[src/rtl/h_sched.sv]
// rtl/h_sched.sv - in-order command queue with key-hazard interlock in front of the hash-table body
package h_pkg;
    typedef enum logic [1:0] {
        OP_NOP = 2'd0,
        OP_QRY = 2'd1,
        OP_INS = 2'd2,
        OP_DEL = 2'd3
    } opcode_t;
    typedef logic [7:0]  k_t;
    typedef logic [15:0] v_t;
endpackage

module h_sched #(
    parameter int Q_N = 4,
    parameter int LAT = 4
) (
    input  logic           clk,
    input  logic           arst_n,
    input  logic           cmd_vld,
    output logic           cmd_rdy,
    input  h_pkg::opcode_t cmd_opcode,
    input  h_pkg::k_t      cmd_k,
    input  h_pkg::v_t      cmd_v,
    output logic           iss_vld,
    output h_pkg::opcode_t iss_opcode,
    output h_pkg::k_t      iss_k,
    output h_pkg::v_t      iss_v,
    input  logic           bdy_rsp_vld,
    output logic           busy,
    output logic           err,
    output logic [15:0]    stall_cnt
);
    import h_pkg::*;

    localparam int AW = $clog2(Q_N);
    localparam logic [AW:0] PTR_ONE = 1;

    logic [AW:0] wr_ptr, rd_ptr;
    opcode_t     q_op [Q_N];
    k_t          q_k  [Q_N];
    v_t          q_v  [Q_N];

    logic        empty, full, head_vld, head_wr, hazard, enq, issue;
    opcode_t     head_op;
    k_t          head_k;
    v_t          head_v;

    logic [LAT-1:0] s_vld, s_wr;
    k_t             s_k [LAT];

    // The extra pointer bit separates a full queue from an empty one.
    assign empty    = (wr_ptr == rd_ptr);
    assign full     = (wr_ptr[AW] != rd_ptr[AW]) && (wr_ptr[AW-1:0] == rd_ptr[AW-1:0]);
    assign cmd_rdy  = !full;
    assign head_vld = !empty;
    assign head_op  = q_op[rd_ptr[AW-1:0]];
    assign head_k   = q_k[rd_ptr[AW-1:0]];
    assign head_v   = q_v[rd_ptr[AW-1:0]];
    assign head_wr  = (head_op != OP_QRY);

    // NOPs are acknowledged on the handshake but never occupy a slot.
    assign enq   = cmd_vld && !full && (cmd_opcode != OP_NOP);
    assign issue = head_vld && !hazard;

    // Includes the stage completing this cycle; read-after-read is harmless.
    always_comb begin
        hazard = 1'b0;
        for (int i = 0; i < LAT; i++) begin
            if (s_vld[i] && (s_k[i] == head_k) && (s_wr[i] || head_wr))
                hazard = 1'b1;
        end
    end

    assign iss_vld    = issue;
    assign iss_opcode = issue ? head_op : OP_NOP;
    assign iss_k      = issue ? head_k  : '0;
    assign iss_v      = issue ? head_v  : '0;
    assign busy       = !empty || (|s_vld);

    always_ff @(posedge clk) begin
        if (enq) begin
            q_op[wr_ptr[AW-1:0]] <= cmd_opcode;
            q_k[wr_ptr[AW-1:0]]  <= cmd_k;
            q_v[wr_ptr[AW-1:0]]  <= cmd_v;
        end
    end

    always_ff @(posedge clk or negedge arst_n) begin
        if (!arst_n) begin
            wr_ptr    <= '0;
            rd_ptr    <= '0;
            s_vld     <= '0;
            s_wr      <= '0;
            for (int i = 0; i < LAT; i++) s_k[i] <= '0;
            err       <= 1'b0;
            stall_cnt <= '0;
        end else begin
            if (enq)   wr_ptr <= wr_ptr + PTR_ONE;
            if (issue) rd_ptr <= rd_ptr + PTR_ONE;

            s_vld[0] <= issue;
            s_wr[0]  <= head_wr;
            s_k[0]   <= head_k;
            for (int i = 1; i < LAT; i++) begin
                s_vld[i] <= s_vld[i-1];
                s_wr[i]  <= s_wr[i-1];
                s_k[i]   <= s_k[i-1];
            end

            if (bdy_rsp_vld != s_vld[LAT-1]) err <= 1'b1;
            if (head_vld && hazard && (stall_cnt != 16'hFFFF))
                stall_cnt <= stall_cnt + 16'd1;
        end
    end
endmodule
[config.mk]
export PLATFORM = sky130hd
export DESIGN_NAME = h_sched
export DESIGN_NICKNAME = d
export VERILOG_FILES = /design/src/rtl/h_sched.sv
export SDC_FILE = /design/constraint.sdc
export NUM_CORES = 1
export LEC_CHECK = 0
export ABC_AREA = 1
export CAP_MARGIN = 20
export CORE_MARGIN = 1
export CORE_UTILIZATION = 63
export CTS_BUF_LIST = sky130_fd_sc_hd__clkbuf_4 sky130_fd_sc_hd__clkbuf_8
export DETAILED_ROUTE_END_ITERATION = 10
export PLACE_DENSITY = 0.87
export SYNTH_ARGS = -nofsm -noshare
export SYNTH_HDL_FRONTEND = slang
export SYNTH_SLANG_ARGS = --single-unit
[constraint.sdc]
create_clock -name clk -period 9.3 [get_ports clk]
set_clock_uncertainty 0.15 [all_clocks]
set_input_delay 1.395 -clock clk [delete_from_list [all_inputs] [get_ports clk]]
set_output_delay 1.395 -clock clk [all_outputs]
set_load 0.03 [all_outputs]
==> results.sh <==
export IMPL_synth_edf_count=104
export IMPL_cp_end_kind="primary output"
export IMPL_whs_path_depth=0
export IMPL_fp_dieArea_um2=12120
export IMPL_synth_nets=751
export IMPL_slowest_delay_ps=950
export IMPL_avgSynthCellArea_um2=10.29
export IMPL_drive_above_1_share_pct=10.83
export IMPL_cts_buffer_depth=2
export IMPL_path_depth=9
export IMPL_cap_violations=0
export IMPL_antenna_found_initial=0
export IMPL_wirelength_mm=15.72
export IMPL_gp_congestion=0.8696
export IMPL_critPathSlowestCell="nand3_2"
export IMPL_ys_warn_count=0
export IMPL_ir_drop_mv=0.2842
export IMPL_post_cts_setup_buffer_count=0
export IMPL_syn_area_um2=7360
export IMPL_grt_use_met3_pct=5.644
export IMPL_clock_latency_ps=460
export IMPL_post_route_min_period_ps=6513
export IMPL_required_ps=7760
export IMPL_met2_usage_pct=44.51
export IMPL_critical_path_top_delay_family="buffers and inverters"
export IMPL_seq_area_frac_synth_pct=63.86
export IMPL_synth_cells=715
export IMPL_numClockSinks=167
export IMPL_grt_max_degree=64
export IMPL_io_buffer_count=75
export IMPL_synth_distinct_cells=31
export IMPL_tightest_slew_ps=1019
export IMPL_slew_viol_final=0
export IMPL_start_kind="flop"
export IMPL_yosysMostFrequentCell="nand2_1"
export IMPL_via_per_inst=5.599
export IMPL_synth_common_cells="231 x nand2_1, 104 x edfxtp_1, 64 x inv_1, 63 x dfrtp_1, 45 x nor2_1"
export IMPL_path_class="reg -> out"
export IMPL_worstPathArrival_ps=4970
export IMPL_ioPinCount=76
export IMPL_grt_use_met1_pct=36.45
export IMPL_min_path_type="reg -> reg"
export IMPL_avgRoutedWirePerCell_um=16.61
export IMPL_ys_async_sr_fraction_pct=37.72
export IMPL_crit_fanout=31
export IMPL_rsz0062_at_grt="no"
export IMPL_fin_nets=826
export IMPL_synth_seq_cells=167
export IMPL_reg2reg_depth=10
export IMPL_finalHoldViolations=0
export IMPL_power_density_nw_per_um2=381.3
export IMPL_areaGrowthSynthToFinish_pct=17.66
export IMPL_grt_overflow=0
export IMPL_worst_path_buf_inv=4
export IMPL_setup_tns_ps=0
export IMPL_whs_ps=240.8
export IMPL_path_cells="inv_1 > buf_16 > nand2_1 > nand4_1 > nor2_1 > inv_1 > nand3_2 > a21oi_1 > clkdlybuf4s50_1"
export IMPL_rows=39
export IMPL_drc=0
export IMPL_postRouteAntennaNets=0
export IMPL_status="complete, no violations"
export IMPL_h_tree_depth=4
export IMPL_dp_hpwl_mm=9.936
export IMPL_grt_pass1_vias=5162
export IMPL_clk_pin_slew_ps=80
export IMPL_drt_first_iter_violations=373
export IMPL_max_slew_margin_pct=32.00
export IMPL_grtUsageTotal_pct=27.93
export IMPL_p_leak_nw=3.630
export IMPL_clock_root_buffer="clkbuf_8"
export IMPL_synth_area_leaders="edfxtp_1 42%, dfrtp_1 21%, nand2_1 12%, inv_1 3.3%, nand3_1 2.6%"
export IMPL_yosys_area_top_type="edfxtp_1"
export IMPL_diodes=0
export IMPL_grt_pass1_wl_mm=24.81
export IMPL_postCtsHoldBufs=0
export IMPL_fillers=759
export IMPL_start_util_pct=64.45
export IMPL_yosysTopAreaCellShare_pct=42.43
export IMPL_cts_buffers_inserted=17
export IMPL_dpl_worst_slack_ps=2588
export IMPL_path_common_cell="inv_1"
export IMPL_setup_violations=0
export IMPL_top_usage_layer="met2"
export IMPL_placed_cells=912
export IMPL_die_y_um=110.1
export IMPL_setup_ws_ps=2787
export IMPL_finalNonFillerCells=946
export IMPL_cts_tree="built"
export IMPL_die_w_um=110.1
export IMPL_cts_resized=0
export IMPL_period_share_pct=70.04
export IMPL_drtPass1Iterations=5
export IMPL_fmax_mhz=153.5
export IMPL_core_area_um2=11420
export IMPL_synth_flop_cell="edfxtp_1"
export IMPL_vias=5297
[final timing paths]
path | from | end | slack [ps]
min in group asynchronous | arst_n | s_k[27] | 960
setup / recovery | rd_ptr[1] | iss_opcode[0] | 2790
max in group asynchronous | arst_n | stall_cnt[14] | 7510
hold reg to reg | s_k[13] | s_k[5] | 240
hold / removal | s_k[13] | s_k[5] | 240
setup reg to reg | rd_ptr[1] | rd_ptr[1] | 5250
[state kept, by name (all words and copies together), names as in the netlist]
name / count
err: 1
s_vld: 4
stall_cnt: 16
wr_ptr: 3
rd_ptr: 3
s_wr: 4
q_op: 8
s_k: 32
q_k: 32
q_v: 64
[area by class of cell]
type                    instances  area (um^2)  share of cell area, %
flip-flops and latches        167         4700                  54.27
multi-input cells             455         2250                  25.98
repair buffers                 82        838.3                  9.681
inverters                      67        259.0                  2.991
clock buffers                  20        256.5                  2.962
well taps                     143        178.9                  2.066
clock inverters                12        177.7                  2.052
[where the power goes]
part	switching, mW	leakage [nW]	internal (mW)
Clock	0.257	0.212	0.301
Combinational	1.08	1.72	0.571
Sequential	0.119	1.70	0.977
[cells by family (layout without fill, tap and decap cells)]
kind of cell / after synthesis / in the layout / share of synthesized area [%]
buf+inv: 93 / 181 / 5.780
flops: 167 / 167 / 63.86
xor+xnor: 5 / 5 / 0.5951
compound gates: 43 / 43 / 3.009
fa+ha+maj: 6 / 6 / 1.020
simple gates: 401 / 401 / 25.74
[placed cells by master (no fill, tap or decap), types with 10 or more instances in the layout]
cell type,count
inv_1,64
nor2_1,41
nand4_1,17
nand3_1,38
clkdlybuf4s50_1,74
nand3b_1,21
dfrtp_1,63
edfxtp_1,104
clkbuf_8,17
nor3_2,16
nand2_2,10
nand3_2,12
nand2_1,231
a21oi_1,37
[per-stage QoR]
step                      power [mW]  area, um^2  utilization (%)
final                          3.302        8660            75.84
after CTS                      3.275        8605            75.36
after global routing           3.496        8660            75.84
after detailed placement       2.704        8170            71.55
after global placement         2.658        8170            71.55
after floorplan                2.197        7360                -
[layer usage]
metal  up-vias  wire (um)
li1       2512          -
met1      2525       6551
met2       216       7635
met3        44       1025
met4         0        503
met5         -          0
Note: power is estimated with default switching activity, not from simulation.
